--- config.mk ---
export PLATFORM = sky130hd
export DESIGN_NAME = calc_sequencer
export DESIGN_NICKNAME = d
export VERILOG_FILES = /design/src/rtl/calc_pkg.sv /design/src/rtl/calc_prog_mem.sv /design/src/rtl/calc_sequencer.sv
export SDC_FILE = /design/constraint.sdc
export NUM_CORES = 1
export LEC_CHECK = 0
export BUFFER_PORTS_ARGS = -buffer_cell sky130_fd_sc_hd__buf_2
export CAP_MARGIN = 10
export CORE_ASPECT_RATIO = 1.1
export CORE_MARGIN = 2
export CORE_UTILIZATION = 25
export DETAILED_ROUTE_END_ITERATION = 12
export GPL_TIMING_DRIVEN = 0
export PLACE_DENSITY_LB_ADDON = 0.05
export SYNTH_ARGS = -nofsm -noshare
export SYNTH_HDL_FRONTEND = slang
export SYNTH_SLANG_ARGS = --single-unit
--- constraint.sdc ---
create_clock -name clk -period 4.2 [get_ports clk]
set_input_delay 0.63 -clock clk [delete_from_list [all_inputs] [get_ports clk]]
set_output_delay 0.63 -clock clk [all_outputs]
set_load 0.03 [all_outputs]
--- src/rtl/calc_pkg.sv ---
// Shared definitions for the calculator sequencer: opcode encodings and FSM states.
package calc_pkg;

  localparam logic [2:0] OP_PUSH = 3'd0;
  localparam logic [2:0] OP_POP  = 3'd1;
  localparam logic [2:0] OP_ADD  = 3'd2;
  localparam logic [2:0] OP_MUL  = 3'd3;
  localparam logic [2:0] OP_SUB  = 3'd4;
  localparam logic [2:0] OP_DIV  = 3'd5;
  localparam logic [2:0] OP_MOD  = 3'd6;

  typedef enum logic [1:0] {
    S_IDLE  = 2'd0,
    S_CLR   = 2'd1,
    S_ISSUE = 2'd2,
    S_CHECK = 2'd3
  } state_t;

endpackage

--- src/rtl/calc_prog_mem.sv ---
// Program store: PROG_DEPTH entries of {op, data}, one write port, one async read port.
module calc_prog_mem #(
  parameter int WIDTH      = 8,
  parameter int PROG_DEPTH = 16,
  localparam int IW        = (PROG_DEPTH > 1) ? $clog2(PROG_DEPTH) : 1
) (
  input  logic             clk,
  input  logic             we,
  input  logic [IW-1:0]    waddr,
  input  logic [2:0]       wop,
  input  logic [WIDTH-1:0] wdata,
  input  logic [IW-1:0]    raddr,
  output logic [2:0]       rop,
  output logic [WIDTH-1:0] rdata
);

  logic [2:0]       op_q   [PROG_DEPTH];
  logic [WIDTH-1:0] data_q [PROG_DEPTH];

  // Contents are not reset; prog_len in the sequencer decides what is valid.
  always_ff @(posedge clk) begin
    if (we) begin
      op_q[waddr]   <= wop;
      data_q[waddr] <= wdata;
    end
  end

  assign rop   = op_q[raddr];
  assign rdata = data_q[raddr];

endmodule

--- src/rtl/calc_sequencer.sv ---
// Replays a stored instruction program into the queue calculator, one op per
// two cycles, and reports done/result or the index of the first failing op.
module calc_sequencer
  import calc_pkg::*;
#(
  parameter int WIDTH      = 8,
  parameter int PROG_DEPTH = 16,
  localparam int IW        = (PROG_DEPTH > 1) ? $clog2(PROG_DEPTH) : 1
) (
  input  logic             clk,
  input  logic             reset,
  input  logic             wr_en,
  input  logic [2:0]       wr_op,
  input  logic [WIDTH-1:0] wr_data,
  input  logic             start,
  input  logic             clear,
  output logic             busy,
  output logic             done,
  output logic             error,
  output logic [IW-1:0]    error_idx,
  output logic [WIDTH-1:0] result,
  output logic             prog_full,
  output logic [WIDTH-1:0] calc_in,
  output logic [2:0]       calc_op,
  output logic             calc_apply,
  output logic             calc_reset,
  input  logic [WIDTH-1:0] calc_tail,
  input  logic             calc_valid,
  input  logic             calc_empty
);

  localparam logic [IW:0] DEPTH_L = (IW+1)'(PROG_DEPTH);

  state_t           state, state_d;
  logic [IW:0]      prog_len;
  logic [IW-1:0]    idx;
  logic [2:0]       rd_op;
  logic [WIDTH-1:0] rd_data;
  logic             wr_ok, last;

  assign wr_ok     = (state == S_IDLE) && wr_en && !clear && (prog_len < DEPTH_L);
  assign last      = ({1'b0, idx} == (prog_len - 1'b1));
  assign prog_full = (prog_len == DEPTH_L);
  assign busy      = (state != S_IDLE);
  // Combinational so the calculator is held in reset alongside the sequencer.
  assign calc_reset = reset | (state == S_CLR);

  calc_prog_mem #(.WIDTH(WIDTH), .PROG_DEPTH(PROG_DEPTH)) u_mem (
    .clk   (clk),
    .we    (wr_ok),
    .waddr (prog_len[IW-1:0]),
    .wop   (wr_op),
    .wdata (wr_data),
    .raddr (idx),
    .rop   (rd_op),
    .rdata (rd_data)
  );

  always_ff @(posedge clk or posedge reset) begin
    if (reset) state <= S_IDLE;
    else       state <= state_d;
  end

  always_comb begin
    state_d    = state;
    calc_apply = 1'b0;
    calc_op    = '0;
    calc_in    = '0;
    case (state)
      S_IDLE:  if (start && prog_len != '0) state_d = S_CLR;
      S_CLR:   state_d = S_ISSUE;
      S_ISSUE: begin
        calc_apply = 1'b1;
        calc_op    = rd_op;
        calc_in    = rd_data;
        state_d    = S_CHECK;
      end
      S_CHECK: state_d = (!calc_valid || last) ? S_IDLE : S_ISSUE;
      default: state_d = S_IDLE;
    endcase
  end

  always_ff @(posedge clk or posedge reset) begin
    if (reset) begin
      prog_len  <= '0;
      idx       <= '0;
      done      <= 1'b0;
      error     <= 1'b0;
      error_idx <= '0;
      result    <= '0;
    end else begin
      case (state)
        S_IDLE: begin
          if (clear)      prog_len <= '0;
          else if (wr_ok) prog_len <= prog_len + 1'b1;
          if (start) begin
            done      <= 1'b0;
            error     <= (prog_len == '0);
            error_idx <= '0;
            result    <= '0;
            idx       <= '0;
          end
        end
        S_CHECK: begin
          if (!calc_valid) begin
            error     <= 1'b1;
            error_idx <= idx;
          end else if (last) begin
            if (calc_empty) begin
              error     <= 1'b1;
              error_idx <= idx;
            end else begin
              done   <= 1'b1;
              result <= calc_tail;
            end
          end else begin
            idx <= idx + 1'b1;
          end
        end
        default: ;
      endcase
    end
  end

endmodule
# Yosys cells after proc, flatten, opt, wreduce, memory -nomap -nowiden
# Memory sizes are Yosys's and may differ from the RTL's.
# Cells that the tools add are included.
[totals]
latchBits = 0
n_memories = 2
mem_bits_ro = 0
ramBits = 176
reg_bits = 25
[memory_table]
columns = ["memory", "words", "width", "read_ports", "rd_ports_with_merged_regs", "write_ports", "line", "source"]
rows = [
  ["u_mem.data_q", 16, 8, 1, 0, 1, "calc_prog_mem.sv:18", "logic [WIDTH-1:0] data_q [PROG_DEPTH];"],
  ["u_mem.op_q", 16, 3, 1, 0, 1, "calc_prog_mem.sv:17", "logic [2:0] op_q [PROG_DEPTH];"],
]
[classes]
bitwise_logic = 1
eq_ne = 13
multipliers = 0
add_sub_neg = 3
n_reduce_logical = 17
n_div = 0
magnitude_cmp = 1
muxes = 33
n_shift = 0
[op_table]
columns = ["op", "count"]
rows = [
  ["two-way mux 8 bit", 5],
  ["two-way mux 4 bit", 6],
  ["case mux 4 bit (2 select lines)", 2],
  ["case mux 8 bit (2 select lines)", 1],
  ["two-way mux 1 bit", 11],
  ["two-way mux 5 bit", 2],
  ["!= test 2 bit (second input constant)", 5],
  ["case mux 2 bit (4 select lines)", 1],
  ["AND reduction 4 bit", 2],
  ["!= test 3 bit (second input constant)", 2],
  ["nonzero test 2 bit", 3],
  ["adder 5 x 1 -> 5 bit (second input constant)", 1],
  ["== test 4 x 5 -> 1 bit", 1],
  ["== test 5 bit (second input constant)", 1],
  ["logical NOT 5 bit", 1],
  ["less-than comparator 5 bit (second input constant)", 1],
  ["AND reduction 5 bit", 1],
  ["nonzero test 5 bit", 1],
  ["subtractor 5 x 1 -> 5 bit (second input constant)", 1],
  ["adder 4 x 1 -> 4 bit (second input constant)", 1],
  ["== test 2 bit (second input constant)", 2],
  ["logical AND 1 bit", 4],
  ["two-way mux 2 bit", 2],
  ["case mux 1 bit (2 select lines)", 2],
  ["8 further kinds", 9],
]

# Logic depth before layout (Yosys ltp)
# Gate-level depths: netlist (run 1).
[logic_depth]
depth_word = 6
depth_mapped = 8

# By module
# A second synthesis (run 1) with hierarchy kept.
[hier_totals]
cells_unflattened = 450
area_unflattened_um2 = 8308.0
[by_module_without_submodules]
columns = ["module", "n_inst", "seq_area_each_um2", "area_each_um2", "cells_per_inst"]
rows = [
  ["calc_prog_mem", 1, 5285.1, 6819.0, 294],
  ["calc_sequencer", 1, 625.6, 1488.9, 156],
]

# Worst setup path after synthesis (run 1)
# No wires, ideal clock.
[synth_timing]
path_kind = "register -> output"
from = "register idx[2]"
to = "output port calc_in[1]"
setup_slack_ps = 1549
arrival_time_ps = 2021
path_stages_with_launch = 7
path_cell_list = "dfrtp_1 -> buf_2 -> buf_2 -> buf_1 -> mux4_2 -> mux4_2 -> and2_1"
[synth_via]
elab_chain_len = 2
[synth_lines]
columns = ["item", "line", "source"]
rows = [
  ["start, declared", "calc_sequencer.sv:36", "logic [IW-1:0] idx;"],
  ["start signal, assigned", "calc_sequencer.sv:117", "idx <= idx + 1'b1;"],
  ["memory (16 x 8 bit)", "-", ""],
  ["two-way mux 8 bit", "calc_sequencer.sv:69", "case (state)"],
  ["end, declared", "calc_sequencer.sv:23", "output logic [WIDTH-1:0] calc_in,"],
]
# Every way passes these cells.

# Final worst setup path (run 1)
[layout_timing]
from = "register idx[2]"
to = "output port calc_in[4]"
# Same word-level chain as after synthesis.

==> results of run 1 <==
==> through the flow <==
step	instances	hold slack, ps
floorplan	429	465
global placement	908	457
detailed placement	924	468
CTS	968	324
global route	968	345
finish	968	351
==> layer usage <==
metal / up-vias / GRT usage
met2: 102 / 0.214
li1: 1886 / -
met5: - / 0
met1: 2240 / 0.175
met3: 31 / 0.0230
met4: 0 / 0.0312
==> cells by family after synthesis <==
kind of cell / count (synthesis) / share of synthesized area
buffers and inverters: 38 / 0.0208
XOR/XNOR: 5 / 0.00536
AND/OR/NAND/NOR: 88 / 0.0515
multiplexers: 69 / 0.169
AO/OA/AOI/OAI: 23 / 0.0221
flip-flops: 201 / 0.724
adder cells (fa/ha/maj): 5 / 0.00766
==> cells in the mapped netlist (2+ instances only) <==
master / number / area share
and2_1: 12 / 0.0092
o22ai_1: 2 / 0.0015
nand2b_1: 6 / 0.0046
mux4_2: 55 / 0.15
ha_1: 5 / 0.0077
mux2i_1: 14 / 0.017
dfrtp_1: 25 / 0.077
nor3_1: 8 / 0.0049
or3_1: 3 / 0.0023
xnor2_1: 3 / 0.0032
nand2_1: 28 / 0.013
inv_1: 18 / 0.0083
a21oi_1: 5 / 0.0031
buf_6: 2 / 0.0028
edfxtp_1: 176 / 0.65
nor2_1: 21 / 0.0097
nand3_1: 4 / 0.0025
xor2_1: 2 / 0.0021
clkbuf_1: 9 / 0.0041
o21ai_0: 2 / 0.0012
a21o_1: 2 / 0.0018
buf_2: 7 / 0.0043
nor3b_1: 2 / 0.0018
==> power by group <==
part,internal (W),leakage (nW),switching (W)
registers,0.00229,1.91,0.0000797
clock network,0.00115,0.352,0.000794
logic,0.000773,1.20,0.00116
==> area by class of cell <==
type | count | area (sq um)
repair buffers | 69 | 498
flip-flops and latches | 201 | 5910
fillers | 3146 | 22200
plain buffers | 20 | 103
clock inverters | 11 | 78.8
inverters | 18 | 67.6
multi-input cells | 190 | 2140
well taps | 426 | 533
clock buffers | 33 | 656
==> tightest hold or removal path: cells and delay by family <==
| family | cells | cell delay (ps) |
|---|---|---|
| buffers and inverters | 2 | 130 |
| muxes | 1 | 50 |
==> registers in the layout (all words and copies together) (netlist names) <==
| signal | count |
|---|---|
| prog_len | 5 |
| idx | 4 |
| state | 2 |
| u_mem.op_q | 48 |
| result | 8 |
| done | 1 |
| u_mem.data_q | 128 |
| error | 1 |
| error_idx | 4 |
==> worst paths after layout <==
kind                         startpoint  cells after the start  slack (ps)                  to
max in group asynchronous         reset                      2        3240           result[3]
min in group asynchronous         reset                      2         360            state[0]
min reg2reg                        done                      2         480                done
max reg2reg                    state[0]                      6        1490  u_mem.data_q[2][5]
max                              idx[2]                      7         230          calc_in[4]
min                        calc_tail[0]                      3         350           result[0]
==> impl_metrics.yaml, run 1 <==
outcome:
  status: "completed"
synthesis:
  synth_ff_type: "edfxtp_1"
  synth_enable_flop_cells: 176
  async_flop_share: 0.124
  synth_warnings: 0
  synth-seq-cells: 201
  syn_area_sq_um: 8170
  seq_area_frac_synth: 0.724
  syn_inst: 429
  syn_nets: 460
  syn_avg_cell_area_sq_um: 19.0
  synth_cell_types: 41
clock_network:
  htreeDepth: 1
  cts_sinks: 201
  clockBufferDepth: 3
  cts_setup_buffers: 0
  cts_buffers: 24
  ctsHoldBuffers: 0
  root_buffer: "clkbuf_16"
  clk_latency_ps: 510
  cts_resized: 0
  clk_pin_slew_ps: 60
  tritoncts: "built"
drt:
  vias: 4259
  wire_per_inst_um: 22.4
  wl_met2_mm: 10.5
  drt_iter0_drc: 303
  met3WireLength_mm: 1.14
  vias_per_cell: 4.40
  drt_drc_violations_left: 0
  wl_mm: 21.7
  firstDrtPassIters: 5
  maxUsedRoutingLayer: "met4"
  antenna_left: 0
  m1WireLength_mm: 9.62
job:
  drv_cap: 0
placement:
  dpl_cell_area_sq_um: 9250
  portBuffers: 53
  place_ws_ps: 695
  hpwl_mm: 14.2
  place_congestion: 0.710
power_and_ir_drop:
  p_leak_nw: 3.46
  vdd_drop_max_v: 0.000242
  pwr_density_cell_nw_per_um2: 626
  total_power_w: 0.00625
cells_and_area:
  final_nets: 555
  layout-drive-gt1-share: 0.339
  final_common_cell: "edfxtp_1"
  most-common-layout-cells: "edfxtp_1, buf_2, mux4_2, nand2_1"
  postLayoutCellArea_sq_um: 9980
  utilization: 0.310
  area_growth_pct: 22.2
  diodes: 0
sta:
  fin_tns_setup_ps: 0
  setup_viol: 0
  period_minus_slack_ps: 3970
  worst_pin_slew_ps: 1080
  slew_headroom: 0.278
  finalClockSkew_ps: 4.82
  hold_viol: 0
  max_freq_mhz: 252
  fin_crit_sh: 0.945
  maxSlewViolCount: 0
  layout_setup_ws_ps: 230
  rsz0062_at_grt: "no"
floorplanning:
  dieArea_sq_um: 34100
  initial_core_util: 0.254
  coreArea_sq_um: 32200
  row_count: 69
  io-pin-count: 55
  die-height_um: 194
  die_w_um: 176
global_routing:
  grt_pass1_vias: 4602
  antenna_found_initial: 0
  grt.total_usage: 0.129
  grt_max_degree: 26
  grt-ovfl-total: 0
  grt_pass1_wl_mm: 31.5
setup_path:
  arrival_ps: 3340
  path_cells: "buf_2, buf_2, buf_1, mux4_2, mux4_2, and2_1, buf_2"
  critPathSlowestCell: "buf_1"
  path_class: "flop to output port"
  crit_fanout: 10
  critical_path.top_delay_family: "buffers and inverters"
  start_kind: "flop"
  crit_top_cell: "buf_2"
  critPathMaxStageDelay_ps: 700
  endpoint_kind: "output port"
  crit_required_ps: 3570
  critPathBufInv: 4
hold_path:
  hold_path.class: "primary input to flop"
(Power assumes the default switching activity.)
==> run 2, diff against run 1 <==
Settings changed: SYNTH_HIERARCHICAL set to 1.
Clock period 4.2 ns to 4.7 ns, I/O delays scaled along.
==> run 2 against run 1 <==
Against the previous run:
- final cell count rose by 2.0%
- core utilization fell by 0.88 points
- setup slack improved by 750 ps
- global-route usage fell by 0.090 points
- clock power fell by 19%
- sequential power fell by 8.9%
- wire length fell by 0.35%
- flip-flop and latch count did not move
- critical path depth did not move
- largest power group unchanged
==> impl_metrics.yaml, run 2 <==
outcome:
  status: "completed"
job:
  drv_cap: 0
clock_network:
  clk_pin_slew_ps: 60
  tritoncts: "built"
  cts_buffers: 23
  ctsHoldBuffers: 0
  htreeDepth: 1
  clk_latency_ps: 500
  cts_sinks: 201
  cts_setup_buffers: 0
  clockBufferDepth: 3
  cts_resized: 0
  root_buffer: "clkbuf_16"
drt:
  antenna_left: 0
  met3WireLength_um: 987
  drt_iter0_drc: 209
  wl_mm: 21.6
  wl_met2_mm: 10.7
  drt_drc_violations_left: 0
  vias_per_cell: 4.43
  maxUsedRoutingLayer: "met4"
  m1WireLength_mm: 9.63
  vias: 4377
  firstDrtPassIters: 4
  wire_per_inst_um: 21.9
setup_path:
  endpoint_kind: "output port"
  path_class: "flop to output port"
  start_kind: "flop"
  crit_fanout: 10
  critical_path.startpoint: "idx[1]"
  crit_required_ps: 3990
  arrival_ps: 3020
  reg2reg_from: "state[0]"
cells_and_area:
  postLayoutCellArea_sq_um: 9940
  final_common_cell: "edfxtp_1"
  reg_top3: "u_mem/data_q (128), u_mem/op_q (48), result (8)"
  most-common-layout-cells: "edfxtp_1, buf_2, nand2_1, dfrtp_1"
  top_register: "u_mem/data_q"
  area_growth_pct: 19.7
  diodes: 0
  largest_register_ffs: 128
  utilization: 0.301
  final_nets: 568
  fin_cells: 987
  layout-drive-gt1-share: 0.277
synthesis:
  syn_nets: 479
  synthMostInstantiatedCell: "edfxtp_1"
  syn_inst: 450
  synth_top_family_by_area: "multiplexers"
  muxShareOfSynthArea: 0.146
  netlist_top_cells_area: "edfxtp_1, dfrtp_1, mux4_1, mux4_2, a22oi_1"
  synth_ff_type: "edfxtp_1"
  synth_fa_ha_area_frac: 0.00452
  synth_compound_area_frac: 0.0420
  synth_top_area_frac: 0.636
  yosys.area_share.simple: 0.0623
  synth_cell_types: 52
  synth_warnings: 6
  synth_top_cell_by_area: "edfxtp_1"
  async_flop_share: 0.124
  synth-seq-cells: 201
  syn_area_sq_um: 8310
  syn_avg_cell_area_sq_um: 18.5
  synth_common_cells: "edfxtp_1, nand2_1, dfrtp_1"
  seq_area_frac_synth: 0.711
  synth_xor_area_frac: 0.00617
  synth_enable_flop_cells: 176
placement:
  portBuffers: 54
  place_congestion: 0.723
  hpwl_mm: 14.3
  dpl_cell_area_sq_um: 9260
  dp.cells: 945
sta:
  fin_tns_setup_ps: 0
  max_freq_mhz: 269
  rsz0062_at_grt: "no"
  slew_headroom: 0.402
  finalClockSkew_ps: 10.2
  hold_viol: 0
  worst_pin_slew_ps: 896
  maxSlewViolCount: 0
  setup_viol: 0
  holdWs_ps: 150
  fin_crit_sh: 0.792
  period_minus_slack_ps: 3720
hold_path:
  hold_path.class: "primary input to async pin"
floorplanning:
  die-height_um: 195
  dieArea_sq_um: 34700
  initial_core_util: 0.252
  die_w_um: 178
  row_count: 70
  io-pin-count: 55
  coreArea_sq_um: 33000
power_and_ir_drop:
  pwr_density_cell_nw_per_um2: 547
  vdd_drop_max_v: 0.000233
  p_leak_nw: 3.42
global_routing:
  grt_max_degree: 27
  grt.total_usage: 0.128
  grt-ovfl-total: 0
  antenna_found_initial: 0
  grt_pass1_wl_mm: 32.0
  grt_pass1_vias: 4646
run 2: layout make-up:
type                            instances  area (sq um)
Inverter                               17          63.8
Tap cell                              432           541
Sequential cell                       201          5910
Buffer                                 21           166
Fill cell                            3243         23100
Clock inverter                         12          56.3
Clock buffer                           29           598
Timing Repair Buffer                   64           403
Multi-Input combinational cell        211          2200
run 2: kinds of logic (layout without fill, tap and decap cells):
kind of cell             Yosys count  in the layout
buffers and inverters             38            143
flip-flops                       201            201
AND/OR/NAND/NOR                   99             99
multiplexers                      58             58
XOR/XNOR                           5              5
adder cells (fa/ha/maj)            3              3
AO/OA/AOI/OAI                     46             46
run 2: critical path: stages, from the launching register on:
cell and delay, ps:
dfrtp_1 420, buf_4 210, clkbuf_1 620, mux4_2 430
a22oi_1 310, nand2_1 170, and2_1 170, buf_2 170
run 2: path summary, 6_finish.rpt:
kind	endpoint	slack, ps	depth (start not counted)
max	calc_in[0]	980	7
min	result[0]	150	2
max reg2reg	u_mem/op_q[2][2]	1700	6
min reg2reg	done	500	1
max in group asynchronous	idx[1]	4130	3
min in group clk	result[4]	440	3
run 2: metal layers:
layer | global-route usage | vias to the layer above
met2 | 0.215 | 99
li1 | - | 1987
met3 | 0.0222 | 25
met4 | 0.0267 | 0
met1 | 0.174 | 2266
met5 | 0 | -
run 2: metrics by stage:
stage	total power, W	setup slack [ps]
CTS	0.00557	860
floorplan	0.00334	1720
global placement	0.00393	450
finish	0.00544	979
global route	0.00575	811
detailed placement	0.00395	1400
run 2: power by group:
part | internal [W] | switching, W
Sequential | 0.00203 | 0.000127
Clock | 0.000895 | 0.000678
Combinational | 0.000677 | 0.00103
==> run 3, diff against run 2 <==
Settings changed: ABC_AREA set to 1.
Clock period 4.7 ns to 3.2 ns, I/O delays scaled along.
==> run 3 against run 2 <==
Against the previous run:
- critical path depth is 4 higher
- clock skew is 0.70 ps higher
- non-clock buffer count is 13 higher
- register-to-register slack worse by 1400 ps
- sequential power is 40% higher
- critical path type unchanged
- largest cell class unchanged
==> impl_metrics.yaml, run 3 <==
global_routing:
  grt_pass1_wl_mm: 42.6
  grt_pass1_vias: 6245
  antenna_found_initial: 0
  grt.total_usage: 0.157
  grt_max_degree: 27
  grt-ovfl-total: 0
power_and_ir_drop:
  p_leak_nw: 4.86
  vdd_drop_max_v: 0.000384
  pwr_density_cell_nw_per_um2: 774
floorplanning:
  initial_core_util: 0.253
  dieArea_sq_um: 38100
  die_w_um: 186
  row_count: 73
  coreArea_sq_um: 36100
  io-pin-count: 55
  die-height_um: 204
cells_and_area:
  reg_top3: "u_mem/data_q (128), u_mem/op_q (48), result (8)"
  regArea_sq_um: 5910
  most-common-layout-cells: "nand2_1, edfxtp_1, inv_1, nand3_1, buf_2"
  final_common_cell: "nand2_1"
  postLayoutCellArea_sq_um: 10900
  diodes: 0
  fin_cells: 1536
  largest_register_ffs: 128
  fillCellCount: 3842
  top_register: "u_mem/data_q"
  layout-drive-gt1-share: 0.140
  final_nets: 1058
  multi_input_area_sq_um: 2350
  area_growth_pct: 19.7
clock_network:
  cts_setup_buffers: 0
  cts_sinks: 201
  ctsHoldBuffers: 0
  cts_resized: 7
  clockBufferDepth: 3
  cts_buffers: 26
  tritoncts: "built"
  root_buffer: "clkbuf_16"
  clk_latency_ps: 520
  htreeDepth: 1
  clk_pin_slew_ps: 50
outcome:
  status: "completed"
setup_path:
  arrival_ps: 2560
  start_kind: "flop"
  path_class: "flop to output port"
  crit_fanout: 10
  endpoint_kind: "output port"
  crit_required_ps: 2720
synthesis:
  netlist_top_cells_area: "edfxtp_1, nand2_1, nand3_1, dfrtp_1, inv_1"
  synth_top_area_frac: 0.579
  synth_top_cell_by_area: "edfxtp_1"
  syn_avg_cell_area_sq_um: 9.72
  synth_cell_types: 30
  synth_enable_flop_cells: 176
  synth_ff_type: "edfxtp_1"
  synth_warnings: 6
  synth_common_cells: "nand2_1, edfxtp_1, inv_1"
  seq_area_frac_synth: 0.648
  async_flop_share: 0.124
  syn_nets: 968
  synth-seq-cells: 201
  synthMostInstantiatedCell: "nand2_1"
  syn_area_sq_um: 9130
  syn_inst: 939
job:
  drv_cap: 0
placement:
  dpl_cell_area_sq_um: 10100
  dp.cells: 1485
  portBuffers: 54
  hpwl_mm: 19.4
  place_congestion: 0.743
  place_ws_ps: 233
sta:
  fin_crit_sh: 0.951
  worst_pin_slew_ps: 1270
  period_minus_slack_ps: 3040
  maxSlewViolCount: 0
  max_freq_mhz: 329
  finalClockSkew_ps: 10.9
  hold_viol: 0
  rsz0062_at_grt: "no"
  layout_setup_ws_ps: 156
  fin_tns_setup_ps: 0
  setup_viol: 0
  slew_headroom: 0.152
hold_path:
  hold_path.class: "primary input to flop"
drt:
  wire_per_inst_um: 18.9
  wl_mm: 29.0
  drt_drc_violations_left: 0
  drt_iter0_drc: 336
  antenna_left: 0
  vias_per_cell: 4.15
  vias: 6369
  firstDrtPassIters: 4
==> run 3: changes by cell type in the layout (fill, tap and decap cells not counted), moves of 13 or more <==
cell | before | now
and2_1 | 14 | 0
mux4_2 | 23 | 0
mux2i_1 | 13 | 0
a22oi_1 | 22 | 0
inv_1 | 17 | 166
nand3_1 | 2 | 158
nand2_1 | 31 | 290
mux4_1 | 21 | 0
nor2_1 | 13 | 45
==> run 3: power by group <==
group	switching (W)	total [W]	internal [W]
clock	0.00112	0.00280	0.00169
combinational	0.00187	0.00263	0.000757
sequential	0.0000884	0.00303	0.00294
==> run 3: final timing paths <==
path / slack (ps) / cells past startpoint / end / from
min in group asynchronous: 210 / 2 / result[3] / reset
min reg2reg: 470 / 2 / error_idx[2] / error_idx[2]
max reg2reg: 310 / 5 / u_mem/op_q[11][1] / state[0]
max in group asynchronous: 2290 / 2 / idx[2] / reset
max: 160 / 11 / calc_in[7] / idx[0]
min: 200 / 3 / result[3] / calc_tail[3]
==> run 3: per-layer routing <==
layer,up-vias,GRT usage,wire length [um]
li1,3195,-,-
met4,0,0.0340,504
met5,-,0,0
met1,3019,0.218,13800
met2,120,0.259,13700
met3,35,0.0212,1050
==> run 3: cell type report <==
cell class	instances	area share
Buffer	36	0.0214
Clock buffer	31	0.0632
Clock inverter	17	0.0117
Inverter	172	0.0598
Multi-Input combinational cell	530	0.215
Sequential cell	201	0.541
Tap cell	487	0.0558
Timing Repair Buffer	62	0.0316
==> run 3: stage by stage <==
step,util,power [W],hold slack (ps)
after floorplan,-,0.00476,513
after global placement,0.277,0.00573,455
after detailed placement,0.279,0.00572,457
after CTS,0.302,0.00861,165
after global routing,0.303,0.00897,194
final,0.303,0.00846,195
==> run 3: cell families after synthesis <==
kind of cell             share of synthesized area
AND/OR/NAND/NOR                              0.245
buffers and inverters                       0.0943
flip-flops                                   0.648
AO/OA/AOI/OAI                              0.00658
adder cells (fa/ha/maj)                    0.00411
XOR/XNOR                                   0.00192
==> run 3: critical path, stage by stage, from the launching register on <==
cell and delay, ps:
dfrtp_2 470, buf_4 190, inv_4 70, buf_2 350, nand2_1 100, nand3_1 110, nand3_1 140, nand3_1 170
nand2_1 130, inv_1 80, nor2_1 40, buf_2 180
